**config.mk**
```make
export PLATFORM = sky130hd
export DESIGN_NAME = spi_tx_fifo
export DESIGN_NICKNAME = d
export VERILOG_FILES = /design/src/rtl/spi_tx_fifo.sv
export SDC_FILE = /design/constraint.sdc
export NUM_CORES = 1
export LEC_CHECK = 0
export CORE_MARGIN = 4
export CORE_UTILIZATION = 35
export CTS_BUF_LIST = sky130_fd_sc_hd__clkbuf_4
export CTS_CLUSTER_DIAMETER = 200
export DETAILED_ROUTE_END_ITERATION = 12
export GPL_TIMING_DRIVEN = 0
export PLACE_DENSITY = 0.56
export SETUP_SLACK_MARGIN = 0.4
export SLEW_MARGIN = 30
export SYNTH_ARGS = -nofsm -noshare
export SYNTH_HDL_FRONTEND = slang
export SYNTH_SLANG_ARGS = --single-unit
```
**constraint.sdc**
```tcl
create_clock -name clk_i -period 3.9 [get_ports clk_i]
set_clock_uncertainty 0.15 [all_clocks]
set_input_delay 0.78 -clock clk_i [delete_from_list [all_inputs] [get_ports clk_i]]
set_output_delay 0.78 -clock clk_i [all_outputs]
set_load 0.01 [all_outputs]
```
**src/rtl/spi_tx_fifo.sv**
```systemverilog
// Word FIFO between producers and the SPI shifter, with first-word fall-through read,
// fill level, almost-full and sticky overflow reporting.
module spi_tx_fifo #(
  parameter int unsigned WORD_WIDTH = 8,
  parameter int unsigned DEPTH_LOG2 = 2,
  parameter int unsigned AF_LEVEL   = 3
) (
  input  logic                  clk_i,
  input  logic                  rst_i,
  input  logic                  flush_i,
  input  logic                  wr_valid_i,
  input  logic [WORD_WIDTH-1:0] wr_data_i,
  output logic                  wr_ready_o,
  output logic                  rd_valid_o,
  output logic [WORD_WIDTH-1:0] rd_data_o,
  input  logic                  rd_ready_i,
  output logic [DEPTH_LOG2:0]   count_o,
  output logic                  almost_full_o,
  output logic                  overflow_o
);

  localparam int unsigned Depth = 1 << DEPTH_LOG2;
  localparam int unsigned PtrW  = DEPTH_LOG2 + 1;
  localparam logic [PtrW-1:0] DepthCnt = PtrW'(Depth);
  localparam logic [PtrW-1:0] AfCnt    = PtrW'(AF_LEVEL);

  logic [WORD_WIDTH-1:0] mem_q [Depth];
  logic [PtrW-1:0]       wr_ptr_q, wr_ptr_d;
  logic [PtrW-1:0]       rd_ptr_q, rd_ptr_d;
  logic                  overflow_q, overflow_d;
  logic [PtrW-1:0]       count;
  logic                  full, empty;
  logic                  wr_fire, rd_fire;

  // Extra pointer bit distinguishes full from empty when the index bits match.
  assign count = wr_ptr_q - rd_ptr_q;
  assign full  = (count == DepthCnt);
  assign empty = (count == '0);

  assign wr_ready_o    = ~full;
  assign rd_valid_o    = ~empty;
  assign count_o       = count;
  assign almost_full_o = (count >= AfCnt);
  assign overflow_o    = overflow_q;
  assign rd_data_o     = empty ? '0 : mem_q[rd_ptr_q[DEPTH_LOG2-1:0]];

  assign wr_fire = wr_valid_i & ~full & ~flush_i;
  assign rd_fire = rd_ready_i & ~empty & ~flush_i;

  always_comb begin
    wr_ptr_d   = wr_ptr_q;
    rd_ptr_d   = rd_ptr_q;
    overflow_d = overflow_q;
    if (flush_i) begin
      wr_ptr_d   = '0;
      rd_ptr_d   = '0;
      overflow_d = 1'b0;
    end else begin
      if (wr_fire) wr_ptr_d = wr_ptr_q + 1'b1;
      if (rd_fire) rd_ptr_d = rd_ptr_q + 1'b1;
      if (wr_valid_i && full) overflow_d = 1'b1;
    end
  end

  always_ff @(posedge clk_i or posedge rst_i) begin
    if (rst_i) begin
      wr_ptr_q   <= '0;
      rd_ptr_q   <= '0;
      overflow_q <= 1'b0;
    end else begin
      wr_ptr_q   <= wr_ptr_d;
      rd_ptr_q   <= rd_ptr_d;
      overflow_q <= overflow_d;
    end
  end

  // Storage needs no reset; empty masks stale contents on rd_data_o.
  always_ff @(posedge clk_i) begin
    if (wr_fire) mem_q[wr_ptr_q[DEPTH_LOG2-1:0]] <= wr_data_i;
  end

endmodule
```
### Word level (Yosys, flattened, before mapping)

Memory sizes are Yosys's and may differ from the RTL's.
Cells that the tools add are included.
Widths: inputs -> output; s select.

| word-level totals | value |
|---|---|
| bits in read-only memories | 0 |
| word-level logic and storage cells | 30 |
| memory bits (writable) | 32 |
| flip-flop bits (word level) | 7 |
| bits of input ports | 13 |
| output and inout bits | 15 |
| memories | 1 |
| latch bits | 0 |

Memories:

| memory | words | bits a word | read ports | clocked after Yosys merged registers in | wr ports | RTL line | text |
|---|---|---|---|---|---|---|---|
| mem_q | 4 | 8 | 1 | 0 | 1 | 27 | `logic [WORD_WIDTH-1:0] mem_q [Depth];` |

| cells by class | value |
|---|---|
| order comparisons | 1 |
| muxes and demuxes | 9 |
| add/sub/neg operators | 3 |
| reductions and logical operators | 5 |
| divide/modulo/power cells | 0 |
| $mul | 0 |
| equal/unequal tests | 1 |
| bitwise gates (word level) | 7 |
| shift-type cells | 0 |

Operator list:

| kind | count |
|---|---|
| $mux 3 | 4 |
| $mux 8 | 1 |
| $add 3x1->3 const B | 2 |
| $reduce_bool 2->1 | 3 |
| $and 1x1->1 | 4 |
| $mux 1 | 4 |
| $eq 3x3->1 const B | 1 |
| $ge 3x2->1 const B | 1 |
| $logic_not 3->1 | 1 |
| $not 1->1 | 3 |
| $sub 3x3->3 | 1 |
| $logic_and 1x1->1 | 1 |

### Longest topological paths before layout

| depth | value |
|---|---|
| depth after elaboration | 7 |
| gate-level depth with buffers | 7 |
| depth with buffers taken out | 7 |

### Worst setup path after synthesis

OpenSTA, ideal clock, no wires.

| path | value |
|---|---|
| path kind | register to output |
| from | register wr_ptr_q[0] |
| to | output rd_data_o[1] |
| required time | 2.970 ns |
| arrival time | 1.931 ns |
| buffers on the path | 0 |
| cell stages (with the launch flop) | 8 |
| path slack | 1.039 ns |
| cell sequence | dfrtp_1 inv_1 ha_1 fa_1 xnor3_2 clkinv_4 nor3_4 and2b_1 |

| on the way | value |
|---|---|
| word-level cells in the longest chain between the ends | 3 |

RTL lines:

| item | RTL line | text |
|---|---|---|
| start, declared | 28 | `logic [PtrW-1:0] wr_ptr_q, wr_ptr_d;` |
| start signal, assigned | 71 | `wr_ptr_q <= wr_ptr_d;` |
| $sub 3x3->3 | 36 | `assign count = wr_ptr_q - rd_ptr_q;` |
| via count_o[2] | 17 | `output logic [DEPTH_LOG2:0] count_o,` |
| $logic_not 3->1 | 38 | `assign empty = (count == '0);` |
| $mux 8 | 45 | `assign rd_data_o = empty ? '0 : mem_q[rd_ptr_q[DEPTH_LOG2-1:0]];` |
| end, declared | 15 | `output logic [WORD_WIDTH-1:0] rd_data_o,` |

The timed path passes the listed nets, and every way through them passes these cells.

### Worst setup path in the final report

| path | value |
|---|---|
| from | register wr_ptr_q[0] |
| to | output rd_data_o[5] |

| on the way | value |
|---|---|
| word-level cells in the longest chain between the ends | 3 |

RTL lines:

| item | RTL line |
|---|---|
| $sub 3x3->3 | 36 |
| $logic_not 3->1 | 38 |
| $mux 8 | 45 |

No other way between the ends.

==> reports/metrics.csv <==
metric,value,unit
worstMarginPinSlew,0.5735,ns
synth_top_area_cell,edfxtp_1,
synth_area,1799,sq um
drc,0,
holdPathEnd,overflow_o$_DFFE_PP0P_,
maxSlewHeadroom,61.77,%
p_clk_share,12.4,%
cts_tree,built,
regToRegEndpoint,mem_q[3][5]$_DFFE_PP_,
dieArea,6352,sq um
path_max_fanout,6,
synth_cell_types,30,
vias,1015,
grt_max_degree,14,
grt_pass1_wl,5457,um
syn_inst,109,
synth_common_cells,"edfxtp_1, inv_1, mux4_2, dfrtp_1",
rsz0062_at_grt,no,
synth_seq_cells,39,
first_pass_iters,4,
worst_r2r_path_depth,8,
die_h,79.70,um
h-tree-depth,2,
utilization,46.66,%
power_density,729.6,nW/um^2
cp-end-kind,output pin,
switching_share,36.15,%
yosysMostFrequentCell,edfxtp_1,
critPathMaxStageDelay,0.38,ns
ioPinCount,28,
clock-root-buffer,clkbuf_4,
finalCriticalPeriod,3.357,ns
outcome,"finished, final reports clean",
vias_per_cell,4.656,
max_freq,297.9,MHz
setup_violations,0,
design_area,2262,sq um
hold_start,overflow_o$_DFFE_PP0P_,
avgRoutedWirePerCell,15.59,um
timing.rr.start,wr_ptr_q[0]$_DFFE_PP0P_,
path_class,register to output pin,
layout-drive-gt1-share,23.18,%
fillers,441,
path_clk_slew,0.12,ns
seq_power_share,31.2,%
worst-endpoint-required,2.97,ns
irDropWorstVdd,0.0002226,V
clk_latency,0.34,ns
syn-num-nets,129,
core-area,4848,sq um
drv_cap,0,
avgSynthCellArea,16.51,sq um
post_dp_cell_area,2143,sq um
cp.arrival,2.43,ns
intPower,1.054,mW
initial_core_util,37.11,%
fin_crit_sh,86.08,%
portBuffers,26,
routed_wl,3399,um
ys_dominant_reg_cell,edfxtp_1,
ys_seq_area_share,63.14,%
grt_pass1_vias,1095,
critPathLaunch,wr_ptr_q[0]$_DFFE_PP0P_,
final_nets,170,
dieWidth,79.70,um
synth-edff-count,32,
core.rowCount,25,
drt_iter0_markers,57,
detail-route-antenna-nets,0,
dp_hpwl,2265,um
netlist.area_leader.share,53.41,%
track_usage,11.84,%
p_sw,0.5966,mW
synth_warnings,0,
ys_top_cells_by_area,"edfxtp_1, mux4_2, dfrtp_1",
finalMaxSlewViolations,0,
gp_congestion,0.6832,
area_growth,25.73,%
hold_viol_final,0,
numCtsBuffers,5,
overflow,0,
leakagePower,0.8678,nW
ys_async_sr_fraction,17.95,%
min_path_type,register to register,
power_frac_comb,56.4,%
setup_tns,0,ns
crit_slowest_cell,dfrtp_1,
clockBufferDepth,2,
start_kind,register,
crit_chain,"inv_2, ha_1, fa_2, xnor3_2, clkinv_4, nor3_4, buf_6, and2b_1, dlygate4sd2_1",
antenna_found_initial,0,
diodes,0,
rrSetupSlack,1.18,ns
hold_depth,2,
clock-sinks,39,
[how the worst max path moves through the flow]
stage | to
after CTS | rd_data_o[5]
after global routing | rd_data_o[5]
after global placement | rd_data_o[1]
final | rd_data_o[5]
after floorplan | rd_data_o[1]
after detailed placement | rd_data_o[5]
[registers in the layout (all words and copies together), names as in the netlist]
name / flops
overflow_o: 1
wr_ptr_q: 3
mem_q: 32
rd_ptr_q: 3
[cell families after synthesis]
logic type | share of synthesized area [%]
flip-flops | 63.14
XOR/XNOR | 1.321
adder cells (fa/ha/maj) | 5.285
AO/OA/AOI/OAI | 4.938
AND/OR/NAND/NOR | 9.041
buffers and inverters | 3.059
multiplexers | 13.21
[stage by stage]
step           instances  power [mW]  setup slack, ns  hold WS (ns)
6_report             218       1.651           0.5430        0.3746
3_3_place_gp         202       1.392           0.3015        0.3425
2_1_floorplan        109       1.010            1.039        0.3788
5_1_grt              218       1.777           0.4090        0.4166
4_1_cts              216       1.658           0.3997        0.3789
3_5_place_dp         202       1.404           0.2707        0.3487
[repair_timing]
item | 4_1_cts | 5_1_grt
gates cloned | 0 | 0
endpoints found under the hold margin | 0 | 0
hold buffers | 0 | 0
setup buffers | 6 | 2
pin swaps | 1 | 1
resized for setup | 13 | 2
setup endpoints to repair | 10 | 7
[metal layers]
metal / GRT usage, % / routed length (um) / vias to the layer above
met4: 5.670 / 46 / 0
met1: 13.70 / 1379 / 504
met3: 2.822 / 117 / 5
li1: - / - / 488
met2: 20.45 / 1856 / 18
met5: 0 / 0 / -
[area by class of cell]
cell class                      count  area (sq um)  area share, %
Multi-Input combinational cell     57         610.6          26.99
Timing Repair Buffer               34         319.1          14.10
Buffer                              3         12.51         0.5531
Clock inverter                      3         20.02         0.8850
Inverter                           10         42.54          1.881
Clock buffer                        5         37.54          1.659
Sequential cell                    39          1136          50.22
Tap cell                           67         83.83          3.706
[layout by cell type, fill, tap and decap left out, types with 6 or more instances in the layout]
cell type        instances
buf_4                    6
clkdlybuf4s50_1         16
dfrtp_1                  7
dlygate4sd2_1            9
edfxtp_1                32
ha_1                     6
inv_1                    8
mux4_2                   8
nand2_1                  6
nor2b_1                  6
[critical path: cells and delay by family (launching register included)]
family / cells / cell delay (ns)
xor+xnor: 1 / 0.28
fa+ha+maj: 2 / 0.55
buf+inv: 4 / 0.56
flops: 1 / 0.38
simple gates: 2 / 0.32
[power groups by stage]
| stage | clock network [mW] | logic [mW] | registers (mW) |
|---|---|---|---|
| after global placement | 0 | 0.869 | 0.523 |
| final | 0.205 | 0.930 | 0.515 |
| after CTS | 0.214 | 0.929 | 0.515 |
| after floorplan | 0 | 0.487 | 0.523 |
| after detailed placement | 0 | 0.878 | 0.526 |
| after global routing | 0.236 | 1.02 | 0.520 |
No activity file was read; power rests on OpenSTA's default activity.
